$ cat src/rtl/pwm_pkg.sv
// Shared types and default sizes for the PWM fade sequencer and its helpers.
// No logic; pure declarations.
// No flow control.
package pwm_pkg;

  // Default duty width, prescaler/ramp divider width and hold-time width.
  localparam int PWM_N_DEF      = 8;
  localparam int PRESCALE_W_DEF = 16;
  localparam int HOLD_W_DEF     = 8;

  // Envelope sequencer states.
  typedef enum logic [2:0] {
    IDLE      = 3'd0,
    RAMP_UP   = 3'd1,
    HOLD_HIGH = 3'd2,
    RAMP_DOWN = 3'd3,
    HOLD_LOW  = 3'd4
  } fade_state_t;

endpackage

$ cat src/rtl/pwm_fade_controller_tick_gen.sv
// Free-running prescaler: one-cycle tick every period+1 clk cycles.
// Tick is combinational from the counter, same cycle the counter hits period.
// No backpressure; period is live and may change at any time.
module tick_gen #(
  parameter int W = 16
) (
  input  logic         clk,
  input  logic         rst,
  input  logic [W-1:0] period,
  output logic         tick
);

  logic [W-1:0] cnt;

  // Tick is suppressed during reset so the strobe reads 0 while rst is held.
  assign tick = ~rst & (cnt == period);

  // Count up and return to 0 on a match; if period drops below cnt, the
  // counter simply wraps through 2^W before it can match again.
  always_ff @(posedge clk) begin
    if (rst) begin
      cnt <= '0;
    end else if (cnt == period) begin
      cnt <= '0;
    end else begin
      cnt <= cnt + 1'b1;
    end
  end

endmodule

$ cat src/rtl/pwm_fade_controller.sv
// Breathing-envelope sequencer driving duty/step/ena of one pwm instance.
// duty is registered (one edge after an update event); done is a same-cycle pulse.
// No backpressure; start is accepted only in IDLE, stop only while busy.
module pwm_fade_controller
  import pwm_pkg::*;
#(
  parameter int N          = PWM_N_DEF,
  parameter int PRESCALE_W = PRESCALE_W_DEF,
  parameter int HOLD_W     = HOLD_W_DEF
) (
  input  logic                  clk,
  input  logic                  rst,
  input  logic                  start,
  input  logic                  stop,
  input  logic                  loop_en,
  input  logic [PRESCALE_W-1:0] prescale,
  input  logic [PRESCALE_W-1:0] ramp_div,
  input  logic [N-1:0]          peak,
  input  logic [HOLD_W-1:0]     hold,
  output logic                  pwm_step,
  output logic                  pwm_ena,
  output logic [N-1:0]          duty,
  output logic                  busy,
  output logic                  done
);

  fade_state_t           state;
  fade_state_t           state_nxt;
  logic [N-1:0]          duty_nxt;
  logic [PRESCALE_W-1:0] ramp_cnt;
  logic [HOLD_W-1:0]     hold_cnt;
  logic [PRESCALE_W-1:0] ramp_div_q;
  logic [N-1:0]          peak_q;
  logic [HOLD_W-1:0]     hold_q;
  logic                  loop_q;
  logic                  load_cfg;
  logic                  finish;
  logic                  update_ev;
  logic                  hold_ev;
  logic                  loop_live;
  logic                  state_chg;

  tick_gen #(
    .W (PRESCALE_W)
  ) u_tick_gen (
    .clk    (clk),
    .rst    (rst),
    .period (prescale),
    .tick   (pwm_step)
  );

  assign busy      = (state != IDLE);
  assign pwm_ena   = busy;
  assign update_ev = pwm_step & (ramp_cnt == ramp_div_q);
  assign hold_ev   = pwm_step & (hold_cnt == hold_q);
  // A stop arriving in the same cycle as the end-of-ramp/hold decision
  // already counts, so the envelope ends instead of starting one more pass.
  assign loop_live = loop_q & ~stop;
  assign state_chg = (state_nxt != state);
  // done fires in the last busy cycle, so a start in that same cycle still
  // sees a busy state and is ignored.
  assign done      = finish & ~rst;

  // Next-state and next-duty decision for the envelope.
  always_comb begin
    state_nxt = state;
    duty_nxt  = duty;
    load_cfg  = 1'b0;
    finish    = 1'b0;
    case (state)
      IDLE: begin
        if (start) begin
          state_nxt = RAMP_UP;
          load_cfg  = 1'b1;
          duty_nxt  = '0;
        end
      end
      RAMP_UP: begin
        if (stop) begin
          // Fade out from wherever the ramp currently is.
          state_nxt = RAMP_DOWN;
        end else if (update_ev) begin
          if (duty == peak_q) begin
            state_nxt = HOLD_HIGH;
          end else begin
            duty_nxt = duty + 1'b1;
          end
        end
      end
      HOLD_HIGH: begin
        if (stop || hold_ev) begin
          state_nxt = RAMP_DOWN;
        end
      end
      RAMP_DOWN: begin
        if (update_ev) begin
          if (duty == '0) begin
            if (loop_live) begin
              state_nxt = HOLD_LOW;
            end else begin
              state_nxt = IDLE;
              finish    = 1'b1;
            end
          end else begin
            duty_nxt = duty - 1'b1;
          end
        end
      end
      HOLD_LOW: begin
        if (hold_ev) begin
          if (loop_live) begin
            state_nxt = RAMP_UP;
          end else begin
            state_nxt = IDLE;
            finish    = 1'b1;
          end
        end
      end
      default: begin
        state_nxt = IDLE;
        duty_nxt  = '0;
      end
    endcase
  end

  // State and duty registers.
  always_ff @(posedge clk) begin
    if (rst) begin
      state <= IDLE;
      duty  <= '0;
    end else begin
      state <= state_nxt;
      duty  <= duty_nxt;
    end
  end

  // Envelope configuration is captured on the start edge; stop while busy
  // drops the loop request so the current pass is the last one.
  always_ff @(posedge clk) begin
    if (rst) begin
      ramp_div_q <= '0;
      peak_q     <= '0;
      hold_q     <= '0;
      loop_q     <= 1'b0;
    end else if (load_cfg) begin
      ramp_div_q <= ramp_div;
      peak_q     <= peak;
      hold_q     <= hold;
      loop_q     <= loop_en;
    end else if (busy && stop) begin
      loop_q <= 1'b0;
    end
  end

  // Ramp divider and hold counters count pwm_step pulses within a state and
  // restart from 0 whenever the state changes.
  always_ff @(posedge clk) begin
    if (rst) begin
      ramp_cnt <= '0;
      hold_cnt <= '0;
    end else if (state_chg) begin
      ramp_cnt <= '0;
      hold_cnt <= '0;
    end else if (pwm_step) begin
      ramp_cnt <= update_ev ? '0 : ramp_cnt + 1'b1;
      hold_cnt <= hold_cnt + 1'b1;
    end
  end

endmodule

$ cat config.mk
export PLATFORM = sky130hd
export DESIGN_NAME = pwm_fade_controller
export DESIGN_NICKNAME = d
export VERILOG_FILES = /design/src/rtl/pwm_pkg.sv /design/src/rtl/pwm_fade_controller_tick_gen.sv /design/src/rtl/pwm_fade_controller.sv
export SDC_FILE = /design/constraint.sdc
export NUM_CORES = 1
export LEC_CHECK = 0
export ABC_AREA = 1
export ABC_CLOCK_PERIOD_IN_PS = 3950
export CAP_MARGIN = 15
export CORE_MARGIN = 10
export CORE_UTILIZATION = 50
export DETAILED_ROUTE_END_ITERATION = 12
export GPL_TIMING_DRIVEN = 0
export PLACE_DENSITY = 0.84
export SLEW_MARGIN = 10
export SYNTH_ARGS = -nofsm -noshare
export SYNTH_HDL_FRONTEND = slang
export SYNTH_SLANG_ARGS = --single-unit
$ cat constraint.sdc
create_clock -name clk -period 3.95 [get_ports clk]
set_clock_uncertainty 0.15 [all_clocks]
set_input_delay 0.79 -clock clk [delete_from_list [all_inputs] [get_ports clk]]
set_output_delay 0.79 -clock clk [all_outputs]
set_load 0.005 [all_outputs]
==> results_dict.tcl, run 1 <==
set metrics [dict create \
    cts_buffers 9 \
    cp_cell_sequence "clkdlybuf4s50_1, inv_1, nand2_1, nand2_1, nor2_1, nand2_1, nor2_4, nand3_4, nor2_4, buf_6, nand3_1, a211oi_2, clkbuf_2" \
    synth_fa_ha_area_share_pct 2.672 \
    route.detailed.drc 0 \
    synthFlopType "dfxtp_1" \
    fp.dieW_microns 119.6 \
    ys_seq_area_share_pct 33.88 \
    firstDrtPassIters 5 \
    max_stage_delay_ns 0.47 \
    grt_pass1_wl_microns 19930 \
    ios 65 \
    grt_max_degree 15 \
    clkPwrFrac_pct 35.0 \
    place.gp.congestion 0.9079 \
    cts_tree "done" \
    cts_num_sinks 84 \
    clockBufferDepth 2 \
    setup_violations 0 \
    critPathCaptureType "output pin" \
    hold_class "register to register" \
    setup_ws_ns 0.2029 \
    switching_power_mw 0.5769 \
    cp_data_arrival_time_ns 2.81 \
    top_layer_used "met4" \
    rsz0062_at_grt "false" \
    synth_area_per_cell_sq_um 6.744 \
    antenna_found_initial 0 \
    p_int_mw 1.452 \
    max-cap-violations 0 \
    crit_required_ns 3.01 \
    dp_hpwl_microns 8713 \
    reg2reg_to "duty[7]" \
    ys_warn_count 0 \
    nets 875 \
    maxSlewHeadroom_pct 35.99 \
    synthTopCellsByArea "dfxtp_1, nand2_1, inv_1" \
    ant_nets 0 \
    routedWlPerCell_microns 12.16 \
    core_sq_um 9729 \
    netlist_top_cells_count "nand2_1, inv_1, nor2_1, dfxtp_1, a21oi_1" \
    synth_top_family_by_area "simple AND/OR/NAND/NOR gates" \
    syn_area_sq_um 4964 \
    synthMuxAreaShare_pct 0.2017 \
    synth_compound_area_share_pct 10.86 \
    clkSlewWorstSetupHoldPaths_ns 0.08 \
    syn_nets 799 \
    wl_met3_microns 609 \
    path_delay_family "simple AND/OR/NAND/NOR gates" \
    grt_pass1_vias 4482 \
    p_comb_share_pct 19.2 \
    yosysMostFrequentCell "nand2_1" \
    hold_viol_final 0 \
    max_freq_ghz 0.2669 \
    fp.dieH_microns 119.6 \
    min_path_cells 1 \
    cp-start-kind "primary input" \
    final_cell_area_sq_um 6012 \
    slowest_stage "clkdlybuf4s50_1" \
    yosys.area_share.simple_pct 35.90 \
    path_buf_inv 4 \
    synth_xor_area_share_pct 5.470 \
    wl_met2_microns 5404 \
    syn_inst 736 \
    outcome "finished clean" \
    synth_cell_types 39 \
    post-route-util_pct 61.79 \
    r2r_setup_slack_ns 0.74 \
    worstSetupPathType "primary input to output pin" \
    r2r_cells 15 \
    instances_no_fill 950 \
    h-tree-depth 3 \
    io_buffers 64 \
    clock-root-buffer "clkbuf_8" \
    switching_share_pct 28.43 \
    finalCritPeriodShare_pct 94.86 \
    wl_microns 11550 \
    grt_overflow 0 \
    row_count 36 \
    power_leakage_nw 2.509 \
    worst_slew_pin_slew_ns 0.9567 \
    cpMostUsedCell "nand2_1" \
    vias 4640 \
    synth_edf_count 0 \
    synthToLayoutAreaGrowth_pct 21.12 \
    place_area_sq_um 5771 \
    yosysTopAreaCell "dfxtp_1" \
    wl_met1_microns 5338 \
    nFillCells 905 \
    grt_usage_pct 16.29 \
    ir_worst_vdd_uv 220.7 \
    drtIter0Drc 291 \
    synthArstFlopShare_pct 0 \
    hold_end "u_tick_gen.cnt[0]" \
    power_density_nw_per_um2 337.5 \
    min_period_ns 3.747 \
    dp_slack_ns -0.2450 \
    worst-path-max-fanout 10 \
    worst_hold_startpoint "u_tick_gen.cnt[0]" \
    layout-drive-gt1-share_pct 9.180 \
    synth-seq-cells 84 \
    synth_top_cell_area_share_pct 33.88 \
    r2r_start "state[0]" \
    viasPerCell 4.884 \
    clkLatencyLatePin_ns 0.36 \
    setup_tns_ns 0 \
    diodes 0 \
    place_inst 933 \
    slew_violations 0 \
    die_area_sq_um 14310 \
    start_util_pct 51.02 \
    power_frac_seq_pct 45.7 \
]
==> worst register-to-register path, stage by stage, from the launching register on <==
cell      delay (ns)
dfxtp_1         0.43
inv_1           0.10
nor2_1          0.14
inv_1           0.10
nor2_1          0.73
ha_1            0.42
a21oi_1         0.15
nand2_1         0.09
a21oi_1         0.15
o21bai_1        0.09
nand2_1         0.08
nand2_1         0.06
a21oi_1         0.15
xnor2_1         0.13
nand2_1         0.06
a21oi_1         0.12
==> routing by layer <==
metal	up-vias	track usage, %
li1	2438	-
met1	2078	19.77
met2	106	27.41
met3	18	3.938
met4	0	5.958
met5	-	0
==> what timing repair did <==
| item | CTS | global route |
|---|---|---|
| setup buffers | 1 | 0 |
| resized for setup | 2 | 2 |
| hold buffers | 0 | 0 |
| endpoints found under the setup margin | 1 | 1 |
| pin swaps | 2 | 1 |
==> layout by cell type (no fill, tap or decap), types with 5 or more instances in the layout <==
master           count
inv_1              110
clkbuf_1            13
xor2_1              20
nor3b_1              6
ha_1                 9
xnor2_1             11
nand2_2              7
o21ai_0             43
clkbuf_8            11
dfxtp_1             84
nor2_1              97
nand4_1              6
nor3_1              18
inv_2                6
a21oi_1             47
nand3_1             22
clkdlybuf4s50_1     63
nand2_1            176
nor2_4              24
or2_2                5
==> metrics by stage <==
step | total power [mW] | hold slack (ns)
after floorplan | 1.201 | 0.2795
after global placement | 1.328 | 0.2940
after detailed placement | 1.334 | 0.3014
after CTS | 2.042 | 0.3212
after global routing | 2.135 | 0.3469
final | 2.029 | 0.3151
==> power by group through the flow <==
stage	sequential, mW	combinational [mW]	clock, mW
after global placement	0.945	0.383	0
after floorplan	0.938	0.263	0
after CTS	0.927	0.392	0.722
final	0.928	0.390	0.711
after detailed placement	0.946	0.388	0
after global routing	0.935	0.441	0.759
==> area by class of cell <==
| class | count | area (sq um) | area share, % |
|---|---|---|---|
| plain buffers | 17 | 107.6 | 1.790 |
| repair buffers | 65 | 643.1 | 10.70 |
| inverters | 117 | 439.2 | 7.305 |
| flip-flops and latches | 84 | 1682 | 27.97 |
| multi-input cells | 518 | 2740 | 45.58 |
| clock buffers | 11 | 151.4 | 2.518 |
| well taps | 133 | 166.4 | 2.768 |
| clock inverters | 5 | 82.58 | 1.374 |
==> how the worst max path moves through the flow <==
| stage | slack [ns] | startpoint | cells after the start | end |
|---|---|---|---|---|
| final | 0.20 | prescale[0] | 13 | done |
| after global routing | 0.07 | prescale[0] | 13 | done |
| after CTS | 0.12 | prescale[8] | 13 | done |
| after detailed placement | -0.25 | prescale[8] | 13 | done |
| after global placement | -0.22 | prescale[0] | 13 | done |
| after floorplan | 1.10 | prescale[2] | 11 | done |
==> registers in the layout, indices dropped and copies added, names as in the netlist <==
| register | count |
|---|---|
| hold_q | 8 |
| state | 3 |
| u_tick_gen.cnt | 16 |
| duty | 8 |
| ramp_div_q | 16 |
| ramp_cnt | 16 |
| peak_q | 8 |
| loop_q | 1 |
| hold_cnt | 8 |
==> kinds of logic after synthesis <==
logic type / Yosys count
compound gates: 102
xor+xnor: 31
fa+ha+maj: 10
buf+inv: 134
flops: 84
mux: 1
simple gates: 374
Power figures use the tool's default switching activity.
==> inputs of run 2 (changes only) <==
--- a/config.mk
+++ b/config.mk
@@ -11,6 +11,7 @@
 export CORE_MARGIN = 10
 export CORE_UTILIZATION = 50
 export DETAILED_ROUTE_END_ITERATION = 12
+export GPL_ROUTABILITY_DRIVEN = 0
 export GPL_TIMING_DRIVEN = 0
 export PLACE_DENSITY = 0.84
 export SLEW_MARGIN = 10
==> constraint.sdc (replaced) <==
create_clock -name clk -period 3.95 [get_ports clk]
set_clock_uncertainty 0.15 [all_clocks]
set_input_delay 0.5925 -clock clk [delete_from_list [all_inputs] [get_ports clk]]
set_output_delay 0.5925 -clock clk [all_outputs]
set_load 0.005 [all_outputs]
==> run 2 against run 1 <==
Via count hardly changed. Sequential power hardly changed. Critical path depth stayed put. Fmax hardly changed. Setup slack worse by 0.0026 ns. Utilization hardly changed. Design area hardly changed. Critical path type unchanged. Largest power group unchanged. Highest routed layer unchanged.
==> results_dict.tcl, run 2 (synthesis results as in run 1) <==
set metrics [dict create \
    whs_ns 0.3150 \
    vias 4637 \
    h-tree-depth 3 \
    setup_violations 0 \
    r2r_cells 15 \
    switching_power_mw 0.5787 \
    antenna_found_initial 0 \
    slowest_stage "clkdlybuf4s50_1" \
    path_buf_inv 4 \
    cp-start-kind "primary input" \
    core_sq_um 9729 \
    cp.depth 13 \
    diodes 0 \
    routedWlPerCell_microns 12.13 \
    hold_viol_final 0 \
    ios 65 \
    grt_pass1_wl_microns 19790 \
    max_stage_delay_ns 0.56 \
    top_regs "ramp_cnt x16, ramp_div_q x16, u_tick_gen.cnt x16" \
    cts_hold_buffers 0 \
    fp.dieH_microns 119.6 \
    clock-root-buffer "clkbuf_8" \
    slew_violations 0 \
    io_buffers 64 \
    cts_tree "done" \
    layout-drive-gt1-share_pct 8.946 \
    grt_pass1_vias 4462 \
    layout_common_cells "nand2_1, inv_1, nor2_1" \
    nets 874 \
    synthToLayoutAreaGrowth_pct 21.07 \
    min_path_cells 1 \
    maxSlewHeadroom_pct 35.80 \
    finalCritPeriodShare_pct 94.93 \
    max_freq_ghz 0.2667 \
    hold_class "register to register" \
    row_count 36 \
    worst-path-max-fanout 10 \
    worst_slew_pin_slew_ns 0.9595 \
    route.detailed.drc 0 \
    regArea_sq_um 1682 \
    fp.dieW_microns 119.6 \
    setup_tns_ns 0 \
    clockBufferDepth 2 \
    crit_required_ns 3.21 \
    ir_worst_vdd_uv 221.5 \
    start_util_pct 51.02 \
    ant_nets 0 \
    grt_usage_pct 16.17 \
    cp_data_arrival_time_ns 3.01 \
    post-route-util_pct 61.77 \
    min_period_ns 3.750 \
    grt_max_degree 15 \
    die_area_sq_um 14310 \
    final_common_cell "nand2_1" \
    wl_microns 11510 \
    dp_hpwl_microns 8713 \
    firstDrtPassIters 5 \
    power_frac_seq_pct 45.7 \
    grt_overflow 0 \
    clkLatencyLatePin_ns 0.36 \
    cts_num_sinks 84 \
    p_comb_share_pct 19.2 \
    max-cap-violations 0 \
    cp_cell_sequence "clkdlybuf4s50_1, inv_1, nand2_1, nand2_1, nor2_1, nand2_1, nor2_4, nand3_4, nor2_4, buf_6, nand3_1, a211oi_2, clkdlybuf4s50_1" \
    worstSetupPathType "primary input to output pin" \
    power_leakage_nw 2.504 \
    outcome "finished clean" \
    viasPerCell 4.886 \
    multi_input_area_sq_um 2740 \
    rsz0062_at_grt "false" \
    path_delay_family "buffers and inverters" \
    switching_share_pct 28.49 \
    cts_buffers 9 \
    critPathCaptureType "output pin" \
    drtIter0Drc 300 \
    power_density_nw_per_um2 338.0 \
    clkSlewWorstSetupHoldPaths_ns 0.08 \
    nFillCells 908 \
    clkPwrFrac_pct 35.1 \
    cpMostUsedCell "nand2_1" \
    p_int_mw 1.452 \
]
## run 2: cell count changes in the layout (fill, tap and decap cells not counted)
| cell | delta |
|---|---|
| buf_4 | -1 |
| clkbuf_2 | -1 |
| clkdlybuf4s50_1 | +1 |
## run 2: what timing repair did
item | in CTS | in global routing
gates resized for setup | 0 | 1
setup endpoints to repair | 0 | 1
setup buffers | 0 | 0
## run 2: cell type report
cell class                 instances  area share [%]
buffer                            17           1.791
multi-input combinational        518           45.60
clock inverter                     5           1.374
inverter                         117           7.308
sequential                        84           27.98
timing repair buffer              64           10.66
tap                              133           2.769
clock buffer                      11           2.519
## run 2: power groups by stage
stage          Combinational, mW  Sequential (mW)  Clock [mW]
2_1_floorplan              0.263            0.938           0
3_5_place_dp               0.388            0.946           0
6_report                   0.391            0.928       0.713
4_1_cts                    0.392            0.927       0.722
3_3_place_gp               0.383            0.945           0
5_1_grt                    0.441            0.935       0.759
## run 2: final timing paths
check	from	to	slack (ns)
setup / recovery	prescale[9]	done	0.20
setup reg to reg	state[0]	duty[7]	0.73
hold reg to reg	u_tick_gen.cnt[0]	u_tick_gen.cnt[0]	0.32
hold / removal	u_tick_gen.cnt[0]	u_tick_gen.cnt[0]	0.32
## run 2: metrics by stage
| step | setup slack (ns) | instances | area, sq um | power, mW |
|---|---|---|---|---|
| after global placement | 0.1794 | 933 | 5771 | 1.328 |
| after global routing | 0.05810 | 949 | 6010 | 2.135 |
| final | 0.2003 | 949 | 6010 | 2.031 |
| after detailed placement | 0.1500 | 933 | 5771 | 1.334 |
| after CTS | 0.1354 | 949 | 6005 | 2.041 |
| after floorplan | 1.252 | 736 | 4964 | 1.201 |
## run 2: layer usage
layer  track usage (%)  vias up  routed length (microns)
met5                 0        -                        0
met4             5.882        0                      189
met3             3.938       18                      615
met2             27.03      100                     5350
met1             19.74     2084                     5352
li1                  -     2435                        -
## run 2: worst reg2reg max path, stage by stage, from the launching register on
cell and delay [ns]:
dfxtp_1 0.43, inv_1 0.10, nor2_1 0.14, inv_1 0.10, nor2_1 0.73, ha_1 0.42, a21oi_1 0.15, nand2_1 0.09
a21oi_1 0.15, o21bai_1 0.09, nand2_1 0.08, nand2_1 0.06, a21oi_1 0.15, xnor2_1 0.13, nand2_1 0.06, a21oi_1 0.12
